### src/rtl/mem_arbiter_pkg.sv
`default_nettype none
// ============================================================================
//  Module   : mem_arbiter_pkg
//  Brief    : Shared types and constants for the I/D memory-port arbiter.
//  Revision : 1.0 - initial release
// ============================================================================
package mem_arbiter_pkg;

    localparam int LINE_W = 256;
    localparam int ADDR_W = 32;

    localparam logic OWNER_I = 1'b0;
    localparam logic OWNER_D = 1'b1;

    typedef enum logic [1:0] {
        IDLE    = 2'd0,
        BUSY    = 2'd1,
        RELEASE = 2'd2
    } arb_state_t;

endpackage
`default_nettype wire

### src/rtl/rr_pick2.sv
`default_nettype none
// ============================================================================
//  Module   : rr_pick2
//  Brief    : Two-way winner select, round-robin or D-first on a tie.
//  Revision : 1.0 - initial release
// ============================================================================
module rr_pick2
    import mem_arbiter_pkg::*;
(
    input  logic req_inst,
    input  logic req_data,
    input  logic last_grant,
    input  logic d_priority,
    output logic any_req,
    output logic winner
);

    assign any_req = req_inst | req_data;

    always_comb begin
        winner = OWNER_I;
        if (req_data && !req_inst) begin
            winner = OWNER_D;
        end else if (req_data && req_inst) begin
            // On a tie the port that did not win last time goes next
            winner = d_priority ? OWNER_D : ~last_grant;
        end
    end

endmodule
`default_nettype wire

### src/rtl/mem_arbiter.sv
`default_nettype none
// ============================================================================
//  Module   : mem_arbiter
//  Brief    : Shares one 256-bit memory port between I-cache and D-cache.
//  Revision : 1.0 - initial release
// ============================================================================
module mem_arbiter
    import mem_arbiter_pkg::*;
#(
    parameter int DCACHE_PRIORITY = 0,
    parameter int TIMEOUT         = 1023,
    parameter int CNT_W           = 16
) (
    input  logic              clk_i,
    input  logic              rst_i,
    input  logic              i_enable_i,
    input  logic              i_write_i,
    input  logic [ADDR_W-1:0] i_addr_i,
    input  logic [LINE_W-1:0] i_data_i,
    output logic              i_ack_o,
    output logic [LINE_W-1:0] i_data_o,
    input  logic              d_enable_i,
    input  logic              d_write_i,
    input  logic [ADDR_W-1:0] d_addr_i,
    input  logic [LINE_W-1:0] d_data_i,
    output logic              d_ack_o,
    output logic [LINE_W-1:0] d_data_o,
    output logic              mem_enable_o,
    output logic              mem_write_o,
    output logic [ADDR_W-1:0] mem_addr_o,
    output logic [LINE_W-1:0] mem_data_o,
    input  logic              mem_ack_i,
    input  logic [LINE_W-1:0] mem_data_i,
    output logic              owner_o,
    output logic [CNT_W-1:0]  i_grants_o,
    output logic [CNT_W-1:0]  d_grants_o,
    output logic              timeout_o
);

    localparam int WAIT_W = (TIMEOUT > 0) ? $clog2(TIMEOUT + 1) : 1;
    localparam logic [WAIT_W-1:0] c_wait_limit = WAIT_W'(TIMEOUT);
    localparam logic [CNT_W-1:0]  c_cnt_max    = '1;
    localparam logic              c_d_priority = (DCACHE_PRIORITY != 0);

    arb_state_t        r_state;
    arb_state_t        w_state_next;
    logic              r_mem_enable;
    logic              r_mem_write;
    logic [ADDR_W-1:0] r_mem_addr;
    logic [LINE_W-1:0] r_mem_data;
    logic              r_owner;
    logic [CNT_W-1:0]  r_i_grants;
    logic [CNT_W-1:0]  r_d_grants;
    logic [WAIT_W-1:0] r_wait;
    logic              r_timeout;

    logic w_any_req;
    logic w_winner;
    logic w_grant;
    logic w_ack;
    logic w_wait_tick;

    rr_pick2 u_pick (
        .req_inst   (i_enable_i),
        .req_data   (d_enable_i),
        .last_grant (r_owner),
        .d_priority (c_d_priority),
        .any_req    (w_any_req),
        .winner     (w_winner)
    );

    // Requests are only looked at in IDLE, so a stale enable in RELEASE is dropped
    assign w_grant     = (r_state == IDLE) && w_any_req;
    assign w_ack       = (r_state == BUSY) && mem_ack_i;
    assign w_wait_tick = (r_state == BUSY) && !mem_ack_i;

    always_comb begin
        w_state_next = r_state;
        unique case (r_state)
            IDLE:    if (w_any_req) w_state_next = BUSY;
            BUSY:    if (mem_ack_i) w_state_next = RELEASE;
            RELEASE: w_state_next = IDLE;
            default: w_state_next = IDLE;
        endcase
    end

    always_ff @(posedge clk_i or negedge rst_i) begin
        if (!rst_i) begin
            r_state      <= IDLE;
            r_mem_enable <= 1'b0;
            r_mem_write  <= 1'b0;
            r_mem_addr   <= '0;
            r_mem_data   <= '0;
            r_owner      <= OWNER_I;
            r_i_grants   <= '0;
            r_d_grants   <= '0;
            r_wait       <= '0;
            r_timeout    <= 1'b0;
        end else begin
            r_state <= w_state_next;
            if (w_grant) begin
                r_mem_enable <= 1'b1;
                r_owner      <= w_winner;
                if (w_winner == OWNER_D) begin
                    r_mem_write <= d_write_i;
                    r_mem_addr  <= d_addr_i;
                    r_mem_data  <= d_data_i;
                    if (r_d_grants != c_cnt_max) r_d_grants <= r_d_grants + 1'b1;
                end else begin
                    r_mem_write <= i_write_i;
                    r_mem_addr  <= i_addr_i;
                    r_mem_data  <= i_data_i;
                    if (r_i_grants != c_cnt_max) r_i_grants <= r_i_grants + 1'b1;
                end
            end
            if (w_ack) begin
                r_mem_enable <= 1'b0;
                r_wait       <= '0;
            end
            // Wait count stops at the limit; the flag is sticky until reset
            if (w_wait_tick && (TIMEOUT != 0)) begin
                if (r_wait != c_wait_limit) r_wait <= r_wait + 1'b1;
                if (r_wait == c_wait_limit - 1'b1) r_timeout <= 1'b1;
            end
        end
    end

    assign mem_enable_o = r_mem_enable;
    assign mem_write_o  = r_mem_write;
    assign mem_addr_o   = r_mem_addr;
    assign mem_data_o   = r_mem_data;
    assign owner_o      = r_owner;
    assign i_grants_o   = r_i_grants;
    assign d_grants_o   = r_d_grants;
    assign timeout_o    = r_timeout;

    assign i_ack_o  = w_ack && (r_owner == OWNER_I);
    assign d_ack_o  = w_ack && (r_owner == OWNER_D);
    assign i_data_o = i_ack_o ? mem_data_i : '0;
    assign d_data_o = d_ack_o ? mem_data_i : '0;

endmodule
`default_nettype wire

### config.mk
export PLATFORM = sky130hd
export DESIGN_NAME = mem_arbiter
export DESIGN_NICKNAME = d
export VERILOG_FILES = /design/src/rtl/mem_arbiter_pkg.sv /design/src/rtl/rr_pick2.sv /design/src/rtl/mem_arbiter.sv
export SDC_FILE = /design/constraint.sdc
export NUM_CORES = 1
export LEC_CHECK = 0
export ABC_AREA = 1
export ABC_CLOCK_PERIOD_IN_PS = 1600
export BUFFER_PORTS_ARGS = -buffer_cell sky130_fd_sc_hd__buf_2
export CAP_MARGIN = 10
export CORE_AREA = 10 10 642 644
export CTS_BUF_LIST = sky130_fd_sc_hd__clkbuf_4 sky130_fd_sc_hd__clkbuf_8
export DETAILED_ROUTE_END_ITERATION = 12
export DIE_AREA = 0 0 652 654
export RECOVER_POWER = 100
export SYNTH_ARGS = -nofsm -noshare
export SYNTH_HDL_FRONTEND = slang
export SYNTH_HIERARCHICAL = 1
export SYNTH_SLANG_ARGS = --single-unit
### constraint.sdc
create_clock -name clk_i -period 1.6 [get_ports clk_i]
set_clock_uncertainty 0.1 [all_clocks]
set_input_delay 0.48 -clock clk_i [delete_from_list [all_inputs] [get_ports clk_i]]
set_output_delay 0.48 -clock clk_i [all_outputs]
set_load 0.02 [all_outputs]
; ---- Word-level counts from Yosys, hierarchy flattened
; Cells that the tools add are included.
; W data, S select, Z words.
[classes]
mux = 15
n_bitwise = 3
reduce_logical = 15
add_sub_neg = 3
n_eq_ne = 7
[op_table]
columns = cell, n
row1 = $mux W256, 3
row2 = $add A16 B1 Y16 const B, 2
row3 = $mux W32, 1
row4 = $ne A16 B16 Y1 const B, 2
row5 = $mux W10, 3
row6 = $add A10 B1 Y10 const B, 1
row7 = $eq A10 B10 Y1 const B, 1
row8 = $ne A10 B10 Y1 const B, 1
row9 = $logic_and A1 B1 Y1, 7
row10 = $reduce_and A3 Y1, 2
row11 = $mux W1, 5
row12 = $mux W2, 2
row13 = $ne A2 B2 Y1 const B, 2
row14 = $pmux W2 S2, 1
row15 = $reduce_and A2 Y1, 2
row16 = $eq A2 B1 Y1 const B, 1
row17 = $logic_not A1 Y1, 2
row18 = $logic_not A2 Y1, 1
row19 = $not A1 Y1, 2
row20 = $reduce_bool A2 Y1, 1
row21 = $or A1 B1 Y1, 1
[totals]
word_cells = 53
out_inout_bits = 838
in_bits = 839
reg_bits = 336

; ---- Depth between registers and ports, before layout
; Gate-level depths: netlist of the first run.
[depth]
depth_word = 5
depth_mapped = 11
ltp_nobuf = 9

; ---- Hierarchy
; The synthesis of the first run kept the hierarchy.
[modules_own_cells]
columns = module, cells_per_inst, area_per_inst_um2, n_inst, seq_area_each_um2
row1 = mem_arbiter, 2745, 18640.4, 1, 8408.1
row2 = rr_pick2, 5, 21.3, 1, 0.0

; ---- Least setup slack after synthesis of the first run
; Ideal clock, no wire load.
[synth_timing]
path_kind = reg-to-output
from = register r_state[1]
to = output i_data_o[100]
n_path_buf = 2
path_stages_with_launch = 8
t_required_ps = 1020
setup_slack_ps = -522
arrival_ps = 1542
cell_sequence = dfrtp_1 nor2_1 nand2_1 nor2_2 inv_2 buf_2 buf_2 nor2_1
[synth_via]
elab_chain_cells = 4
[synth_rtl]
columns = item, line_no
row1 = start: declaration, mem_arbiter.sv:45  ; arb_state_t r_state;
row2 = start signal: assignment, mem_arbiter.sv:100  ; r_state <= w_state_next;
row3 = $eq A2 B1 Y1, mem_arbiter.sv:74  ; assign w_ack = (r_state == BUSY) && mem_ack_i;
row4 = $logic_and A1 B1 Y1, mem_arbiter.sv:74
row5 = $logic_and A1 B1 Y1, mem_arbiter.sv:137  ; assign i_ack_o = w_ack && (r_owner == OWNER_I);
row6 = net i_ack_o, mem_arbiter.sv:20  ; output logic i_ack_o,
row7 = $mux W256, mem_arbiter.sv:139  ; assign i_data_o = i_ack_o ? mem_data_i : '0;
row8 = end: declaration, mem_arbiter.sv:21  ; output logic [LINE_W-1:0] i_data_o,
; The timed path passes the listed nets, and every way through them passes these cells.

; ---- Worst setup path in the final report of the first run
[layout_timing]
from = register r_state[1]
to = output d_data_o[106]
[layout_via]
elab_chain_cells = 4
[layout_rtl]
columns = item, line_no
row1 = $eq A2 B1 Y1, mem_arbiter.sv:74
row2 = $logic_and A1 B1 Y1, mem_arbiter.sv:74
row3 = $logic_and A1 B1 Y1, mem_arbiter.sv:138  ; assign d_ack_o = w_ack && (r_owner == OWNER_D);
row4 = $mux W256, mem_arbiter.sv:140  ; assign d_data_o = d_ack_o ? mem_data_i : '0;
row5 = end: declaration, mem_arbiter.sv:27  ; output logic [LINE_W-1:0] d_data_o,
; No other way between the ends.

==> run summary, run 1 <==
The critical path goes through nor2_2, nand2_2, nor2_2, buf_6, inv_16, buf_12, clkbuf_16, nor2_1, buf_2. The distinct cell type count of the synthesized netlist is 33. Cell with the most instances on the worst path: nor2_2. The area growth from synthesis to layout is 162%.

In this run the number of H-tree levels came out at 3. The endpoint identified for the worst register-to-register timing path is i_grants_o[0]$_DFFE_PN0P_. Via count: 31400. The checks that failed: negative setup slack. The worst-path maximum fanout works out to 16. Summed over all instances, the cell type with the most area after synthesis is dfrtp_1.

The path category of the worst min-delay check was input port to register. The register area share after synthesis came out at 0.451. The netlist area before placement came out at 18700 sq um. The top cell family by delay on the critical path was buffers and inverters. The number of endpoints with negative hold slack in the final report is 0. The clock net in this run drives a total of 336 sinks.

The run gives 399000 sq um as the standard cell core area. Across all hold checks on the routed design, the worst slack comes to 0.146 ns. The tools report the max-cap check violation count as 0. The clock-pin slew on the worst setup and hold paths is 0.06 ns, and the endpoint required time on the critical path is 1.02 ns.

Entering global routing, the biggest net connects 80 pins. The run finished, with violations left. The die is 654 um tall.

Shortest period the worst path allows: 3.13 ns. The met2 demand-to-capacity share in global routing was 0.296; the maximum vdd drop was 0.788 mV. The buffers plus inverters on the worst setup path is 5. The design draws 78.0 mW. The critical path endpoint category was an output pin.

The tools report the number of cells produced by synthesis as 2750. The HPWL after detailed placement is 328 mm. The path with the worst hold slack has its endpoint at r_state[1]$_DFFE_PN0P_. The number of placed instances with taps included is 9869, and the via count of the first global-routing pass is 31300. The fraction of final layout cells with drive strength greater than 1 works out to 0.433. After global routing the overflow that remains totals 0. Minimum setup slack among reg-to-reg paths: -0.62 ns.

TritonCTS built the clock tree. In the synthesized netlist the dominant register cell turns out to be dfrtp_1. Synthesized net count: 3593.

The site row count was 232. The share of synthesized registers carrying an async set or reset was 1.00. No sink is reached through more buffers than the 4 on the longest clock path.

The final critical-path share of the clock period came out at 1.95. The tree is rooted in a clkbuf_8. The first-pass detailed-route iteration total was 6. For the combined global-route utilization of all metal layers, the log shows 0.160. The highest-utilization routing layer at the global route stage is met2.

The number of flops mapped to enable cells by yosys came out at 0. The tools report the number of setup violations in the final report as 1300. Yosys attributes the largest share of cell area to dfrtp_1 45%, nand2_1 20%, nor2_1 11%. After detailed routing, the average wire length per cell comes to 33.9 um. For the data arrival time at the worst-slack endpoint, the log shows 2.55 ns. By instance count, the leading cell after synthesis is nand2_1.

The final design area excluding fillers was 49000 sq um; the worst-margin pin slew was 0.810 ns. The first global-routing pass estimated 427 mm of wire. Number of inserted filler cells in the final layout: 45900. In this run, CTS created clock tree buffers numbering 75.

The final layout contains 6123 nets. The final-report max-slew violation count was 0; the stage delay of the slowest cell on the critical path was 0.38 ns. For this run, the top clock speed supported by timing is 0.320 GHz. After detailed placement, the total cell area comes to 39700 sq um. The proportion of netlist area held by the largest area contributor was 0.451; the later-pin clock latency in the skew report was 0.83 ns. The commonest cells after synthesis are 1008 x nand2_1, 547 x nor2_1, 336 x dfrtp_1. Detailed router's first-iteration violation count: 2915. The global-route met3 utilization was 0.0740; the utilization after layout was 0.123. Setup repair after global routing could not meet its margin everywhere. The slack of the critical path was -1.53 ns; the headroom to the max-slew limit was 0.460.

The number of stages on the worst hold path is 4. In this run the horizontal extent of the chip is 652 um. The run gives 0.948 as the weighted congestion reported at the end of routability-driven placement. Once detail routing completed, the nets flagged for antenna violations numbered 0. The yosys synthesis warning count came out at 6. The launch instance of the worst register-to-register path was owner_o$_DFFE_PN0P_. On the critical path, the stage with the largest delay is an instance of dfrtp_1. The initial cell density of the core was 0.0468. The logs give 1677 for the number of I/O pins and 361 mm for the wire length reported by the detailed router.

The mean instance size in the synthesized netlist was 6.79 sq um. For this run, design rule violations remaining after detail routing come to 0. The number of vias per cell was 2.94; the number of synthesized register bits was 336. The category of the worst setup path launch point was a register. The initial antenna violation count was 238; the worst reg-to-reg path cell count was 10.

The total of buffers placed on input and output ports was 1676. Worst hold path startpoint: mem_ack_i. For the global routing usage on met1, the log shows 0.143.

The power per unit of standard cell area was 1590 nW/um^2; the reported leakage power was 23.9 nW. The worst setup path is of the register to output pin kind. The finished layout holds 10700 standard cells, fillers aside.

For the full die area, the log shows 426000 sq um.
through the flow:
step | worst slack (ns) | setup TNS, ns
after floorplan | -0.522 | -284.24
after global placement | -1.17 | -587.50
after detailed placement | -1.16 | -580.95
after CTS | -1.64 | -1133.22
after global routing | -1.68 | -1193.20
final | -1.53 | -1005.20
worst max path at each step:
stage	slack, ns	depth (start not counted)	endpoint	startpoint
floorplan	-0.52	7	i_data_o[105]	r_state[1]$_DFFE_PN0P_
global placement	-1.17	7	i_data_o[20]	mem_ack_i
detailed placement	-1.16	7	i_data_o[20]	mem_ack_i
CTS	-1.64	8	i_data_o[175]	r_state[1]$_DFFE_PN0P_
global route	-1.68	9	d_data_o[106]	r_state[1]$_DFFE_PN0P_
finish	-1.53	9	d_data_o[106]	r_state[1]$_DFFE_PN0P_
logic make-up (layout without fill, tap and decap cells):
| kind of cell | after synthesis | count (layout) | synth area share |
|---|---|---|---|
| adder cells (fa/ha/maj) | 4 | 4 | 0.00268 |
| flip-flops | 336 | 336 | 0.451 |
| AO/OA/AOI/OAI | 24 | 24 | 0.00878 |
| XOR/XNOR | 27 | 27 | 0.0127 |
| buffers and inverters | 459 | 3036 | 0.116 |
| other | 1 | 72 | 0.000201 |
| AND/OR/NAND/NOR | 1899 | 1899 | 0.409 |
cells in the final DEF (no fill, tap or decap), types with 90 or more instances in the layout:
cell type / instances
buf_12: 318
buf_2: 1301
buf_4: 305
clkbuf_8: 90
dfrtp_1: 336
dlygate4sd3_1: 582
inv_1: 295
nand2_1: 1006
nand3_1: 314
nor2_1: 420
routing by layer:
layer | part of all wire | wire length, um
met1 | 0.30 | 108000
met2 | 0.51 | 184000
met3 | 0.11 | 41000
met4 | 0.076 | 27600
met5 | 0.0021 | 767
flip-flops by register name, summed over array words and instances, names as in the netlist:
register      flops
timeout_o         1
owner_o           1
r_wait           10
mem_data_o      256
mem_addr_o       32
mem_enable_o      1
mem_write_o       1
i_grants_o       16
r_state           2
d_grants_o       16
worst reg2reg max path, delay by kind of cell, from the launching register on:
kind	cells	cell delay, ns
buffers and inverters	4	0.70
flip-flops	1	0.42
AND/OR/NAND/NOR	4	0.39
AO/OA/AOI/OAI	1	0.27
XOR/XNOR	1	0.20
what timing repair did:
action | CTS | global route
gates cloned | 0 | 7
hold buffers | 582 | 0
endpoints found under the setup margin | 1160 | 1166
hold endpoints to repair | 630 | 0
pin swaps | 3 | 3
setup buffers | 6 | 4
resized for setup | 245 | 254
final cells by class:
class	instances	area [sq um]	share of cell area
Inverter	299	1160	0.0236
Sequential cell	336	8410	0.172
Antenna cell	71	178	0.00363
Multi-Input combinational cell	1955	8780	0.179
Timing Repair Buffer	2613	22300	0.455
Clock buffer	110	1390	0.0284
Clock inverter	14	213	0.00434
Tap cell	5265	6590	0.135
power breakdown:
group          leakage (nW)  switching (mW)  internal (mW)
registers              4.19            3.50           12.3
clock network         0.831            4.77           6.34
logic                  18.9            34.2           16.9
total                  23.9            42.4           35.6
(Power assumes the default switching activity.)
==> run 2, diff against run 1 <==
--- a/config.mk
+++ b/config.mk
@@ -13,7 +13,7 @@
 export CTS_BUF_LIST = sky130_fd_sc_hd__clkbuf_4 sky130_fd_sc_hd__clkbuf_8
 export DETAILED_ROUTE_END_ITERATION = 12
 export DIE_AREA = 0 0 652 654
-export RECOVER_POWER = 100
+export MAX_ROUTING_LAYER = met4
 export SYNTH_ARGS = -nofsm -noshare
 export SYNTH_HDL_FRONTEND = slang
 export SYNTH_HIERARCHICAL = 1
==> run 2 against run 1 <==
The flow now stops in detailed routing (5_2_route). Global-route usage up 0.55 points. Synthesized cell count unchanged. Synthesized area unchanged.
==> run summary, run 2 <==
The first error in the log reads "[ERROR DRT-0255] Maze Route cannot find path of net mem_data_i[119] in worker of routeBox ( 627900 96600 ) ( 652000 144900 )". Vertical die dimension: 654 um (unchanged). The classification of the worst endpoint was a primary output. The run gives 428 mm (+0.43%) as the first-pass GRT wire length. The flow did not finish. Mean instance size in the synthesized netlist: 6.79 sq um (unchanged). The number of I/O pins came out at 1677 (unchanged). In the synthesized netlist the dominant register cell turns out to be dfrtp_1.

The tools report the yosys synthesis warning count as 6 (unchanged). When the global-route repair_timing finished, the worst setup path ended at d_data_o[190]. For the site row count, the log shows 232 (unchanged). By area the synthesized netlist is led by dfrtp_1 45%, nand2_1 20%, nor2_1 11%.

For the distinct cell type count of the synthesized netlist, the log shows 33 (unchanged). The HPWL after detailed placement is 331 mm (+0.81%). For the weighted congestion reported at the end of routability-driven placement, the log shows 0.930 (-1.9%). The die width works out to 652 um (unchanged).

The post-placement setup slack is -1.44 ns (-0.285 ns), and the total overflow reported by the global router is 0 (unchanged). Of all cell types, the one taking the most synthesized area is dfrtp_1. The via count of the first global-routing pass was 31400 (+0.29%); the total of buffers placed on input and output ports was 1676 (unchanged). The netlist area before placement was 18700 sq um (unchanged); the initial antenna violation count was 235 (-1.3%). The H-tree depth was 3 (unchanged); the number of buffers between clock root and the deepest sink was 4 (unchanged). The initial cell density of the core was 0.0468 (unchanged). The stage where the flow stopped is detailed routing (5_2_route). The run gives 0.451 (unchanged) as the register area share after synthesis. In the post-synthesis netlist, the cell with the most instances is nand2_1. The number of synthesized register bits came out at 336 (unchanged). The clock sink total was 336 (unchanged).

The number of flops mapped to enable cells by yosys was 0 (unchanged). The run gives 88 (+10%) as the pin count of the biggest net entering global routing. Proportion of netlist area held by the largest area contributor: 0.451 (unchanged).

The run gives 2750 (unchanged) as the number of cells produced by synthesis. The clock buffer count from CTS is 73 (-2.7%), and the share of synthesized registers carrying an async set or reset is 1.00 (unchanged). Combined global-route utilization of all metal layers: 0.166 (+0.00553).

The tree is rooted in a clkbuf_8. In the synthesized netlist, the cells that appear most often are 1008 x nand2_1, 547 x nor2_1, 336 x dfrtp_1. Synthesized net count: 3593 (unchanged).
-- run 2: metal layers --
layer  global-route usage
met1                0.147
met2                0.300
met3               0.0711
met4               0.0842
met5                    -
-- run 2: stage by stage --
| stage | util | area, sq um | cells |
|---|---|---|---|
| after floorplan | - | 18700 | 2750 |
| after global placement | 0.0999 | 39800 | 9889 |
| after detailed placement | 0.0999 | 39800 | 9889 |
| after CTS | 0.122 | 48800 | 10600 |
| after global routing | 0.126 | 50100 | 10900 |
-- run 2: cell families after synthesis --
group,after synthesis,synth area share
compound gates,24,0.00878
flops,336,0.451
other cells,1,0.000201
fa+ha+maj,4,0.00268
buf+inv,459,0.116
simple gates,1899,0.409
xor+xnor,27,0.0127
-- run 2: what timing repair did --
item / 4_1_cts / 5_1_grt
hold endpoints to repair: 626 / 0
setup buffers: 7 / 1
hold buffers: 581 / 0
cloned: 5 / 3
resized for setup: 394 / 226
setup endpoints to repair: 1164 / 1166
pin swaps: 11 / 4
==> run 3, diff against run 2 <==
--- a/config.mk
+++ b/config.mk
@@ -6,14 +6,13 @@
 export NUM_CORES = 1
 export LEC_CHECK = 0
 export ABC_AREA = 1
-export ABC_CLOCK_PERIOD_IN_PS = 1600
+export ABC_CLOCK_PERIOD_IN_PS = 2100
 export BUFFER_PORTS_ARGS = -buffer_cell sky130_fd_sc_hd__buf_2
 export CAP_MARGIN = 10
-export CORE_AREA = 10 10 642 644
-export CTS_BUF_LIST = sky130_fd_sc_hd__clkbuf_4 sky130_fd_sc_hd__clkbuf_8
+export CORE_AREA = 10 10 654 656
 export DETAILED_ROUTE_END_ITERATION = 12
-export DIE_AREA = 0 0 652 654
-export MAX_ROUTING_LAYER = met4
+export DIE_AREA = 0 0 664 666
+export PLACE_DENSITY_LB_ADDON = 0.15
 export SYNTH_ARGS = -nofsm -noshare
 export SYNTH_HDL_FRONTEND = slang
 export SYNTH_HIERARCHICAL = 1
==> constraint.sdc (replaced) <==
create_clock -name clk_i -period 2.1 [get_ports clk_i]
set_clock_uncertainty 0.1 [all_clocks]
set_input_delay 0.63 -clock clk_i [delete_from_list [all_inputs] [get_ports clk_i]]
set_output_delay 0.63 -clock clk_i [all_outputs]
set_load 0.02 [all_outputs]
==> run 3 against run 2 <==
The flow now finishes, with violations (negative setup slack). Global-route usage fell by 4.2 points.
==> run summary, run 3 (synthesized netlist as in run 1, its figures left out) <==
Setup violations remaining at the end of the flow were counted as 594. The number of vias per cell was 2.65; the later-pin clock latency in the skew report was 0.66 ns. The flow ran to the end, but the final reports show violations. For the worst setup path, the data required time is 1.37 ns. The fraction of final layout cells with drive strength greater than 1 was 0.544; the shortest period the worst path allows was 3.10 ns. After detailed routing, the number of remaining DRC violations is 0. The path with the worst hold slack has its endpoint at mem_data_o[147]$_DFFE_PN0P_. Along the worst hold path, the cell count comes to 3.

Setup repair after global routing could not meet its margin everywhere. The initial antenna violation count was 178 (-24%). The signal on the critical path passes through inv_2, nor2_2, buf_6, nand2_8, nor2_4, buf_12, buf_12, inv_16, buf_16, nor2_4, buf_6. The first-pass GRT wire length was 357 mm (-17%); the footprint of the multi-input gates was 11900 sq um.

Summed over all cells, the static leakage comes to 22.0 nW. After clock tree synthesis, the clock-pin slew on the worst setup and hold paths is 0.06 ns. The site row count was 237 (+2.2%); the final-report max-slew violation count was 0. The pin count of the biggest net entering global routing is 84 (-4.5%), and the worst-path maximum fanout is 9.

The tools report the post-layout total power as 53.6 mW. The combined global-route utilization of all metal layers was 0.124 (-0.0416). The endpoint identified for the worst register-to-register timing path is mem_data_o[17]$_DFFE_PN0P_.

The vertical die dimension works out to 666 um (+1.8%). At the pin with the least slew margin, the transition time is 0.574 ns. The tools report the global routing usage on met1 as 0.123 (-0.0245). The layer flagged by global routing as most heavily used is met2. For the number of buffers between clock root and the deepest sink, the log shows 3 (-1). The wire length reported by the detailed router was 289 mm; the final critical-path share of the clock period was 1.48.

Detailed routing inserted a total of 27700 vias. Category of the worst setup path launch point: a register. The tools report the worst hold path startpoint as i_data_i[147].

The core region is 415000 sq um. The critical path class was register to output pin. The critical path endpoint category was an output pin.

The tools report the post-placement setup slack as -0.854 ns (+0.589 ns). The maximum achievable frequency is 0.322 GHz, and the area occupied by registers is 8410 sq um. The global-route met3 utilization came out at 0.0423 (-0.0288). The total of buffers placed on input and output ports was 1676 (unchanged).

The number of endpoints with negative hold slack in the final report was 0. The slowest stage of the critical path is the dfrtp_1 cell. The headroom to the max-slew limit was 0.617; the remaining number of nets flagged by the antenna check after routing was 0. The die covers 442000 sq um. For this run, the detailed router's first-pass iteration total came to 5.

The tools report the HPWL after detailed placement as 259 mm (-22%). The slack of the critical path was -1.00 ns. Initial cell density of the core: 0.0450 (-0.00184).

The run gives -0.11 ns as the minimum setup slack among reg-to-reg paths. Total overflow reported by the global router: 0 (unchanged). The layout has 48400 filler cells.

For the final routed database, the setup TNS stands at -466.41 ns. For the weighted congestion reported at the end of routability-driven placement, the log shows 0.910 (-2.2%). The commonest non-fill, non-tap cell in the layout was buf_2. Across the VDD grid, the largest voltage drop is 0.595 mV. The min-delay analysis places its worst path in the category input port to register. Flip-flop count of the largest register after layout: 256.

Leaving out filler cells and counting taps, the final layout contains 10400. The number of placed instances with taps included is 10100 (+1.8%), and the H-tree depth is 2 (-1). The max-cap check violation count came out at 0. Die width: 664 um (+1.8%). The tree is rooted in a clkbuf_16. The checks that failed: negative setup slack.

Worst reg-to-reg path cell count: 10. Data on the critical path arrives at its endpoint at 2.37 ns. The clock buffer count from CTS was 48 (-34%). The startpoint identified for the worst register-to-register timing path is r_state[1]$_DFFE_PN0P_. The top cell types in the final layout, fill and taps aside, are 1417 x buf_2, 1006 x nand2_1, 505 x nor2_4.

The power per unit of standard cell area was 1130 nW/um^2; the met2 demand-to-capacity share in global routing was 0.247 (-0.0530). The via count of the first global-routing pass was 29100 (-7.3%); the number of I/O pins was 1677 (unchanged). The net count of the finished layout is 5674. Relative area change from synthesis to final layout: 154%. The largest single stage delay on the critical path is 0.35 ns. After the first detailed-routing iteration, the DRC count stood at 1485. TritonCTS built the clock tree. The clock sink total was 336 (unchanged); the routed length per placed instance was 27.7 um.
[run 3: power breakdown]
| group | internal (mW) | total (mW) | switching, mW |
|---|---|---|---|
| clock | 5.06 | 8.76 | 3.71 |
| sequential | 9.39 | 11.5 | 2.11 |
| combinational | 10.3 | 33.3 | 23.1 |
[run 3: worst max path at each step]
stage,startpoint,to,slack [ns],depth (start not counted)
floorplan,mem_ack_i,i_data_o[231],-0.18,6
global placement,mem_ack_i,i_data_o[9],-0.89,7
detailed placement,mem_ack_i,i_data_o[9],-0.85,7
CTS,r_state[0]$_DFFE_PN0P_,d_data_o[175],-1.12,10
global route,r_state[0]$_DFFE_PN0P_,d_data_o[111],-1.16,11
finish,r_state[0]$_DFFE_PN0P_,i_data_o[191],-1.00,11
[run 3: routing by layer]
| layer | up-vias | part of all wire |
|---|---|---|
| li1 | 12600 | - |
| met3 | 417 | 0.077 |
| met2 | 1261 | 0.55 |
| met4 | 104 | 0.029 |
| met1 | 13300 | 0.34 |
| met5 | - | 0.0023 |
[run 3: area by class of cell]
cell class                 count  share of cell area
timing repair buffer        2186               0.361
clock inverter                10             0.00296
antenna                       74             0.00391
clock buffer                  80              0.0313
tap                         5497               0.145
sequential                   336               0.178
inverter                     299              0.0246
multi-input combinational   1955               0.252
timing repair inverter         5             0.00211
[run 3: per-stage QoR]
step	hold slack, ns	area, sq um	utilization
final	0.0916	47300	0.114
after global routing	0.0362	47300	0.114
after CTS	0.0000235	46700	0.112
after detailed placement	0.375	41300	0.0996
after global placement	0.368	41300	0.0996
after floorplan	0.234	22600	-
[run 3: worst max-delay path: cells and delay by family, from the launching register on]
family | cells | cell delay (ns)
buf+inv | 7 | 0.84
simple gates | 4 | 0.50
flops | 1 | 0.35
[run 3: what timing repair did]
item / in CTS / in global routing
endpoints found under the setup margin: 875 / 974
setup buffers: 18 / 1
gates cloned: 25 / 7
endpoints found under the hold margin: 161 / 0
pin swaps: 14 / 8
hold buffers: 158 / 0
resized for setup: 395 / 138
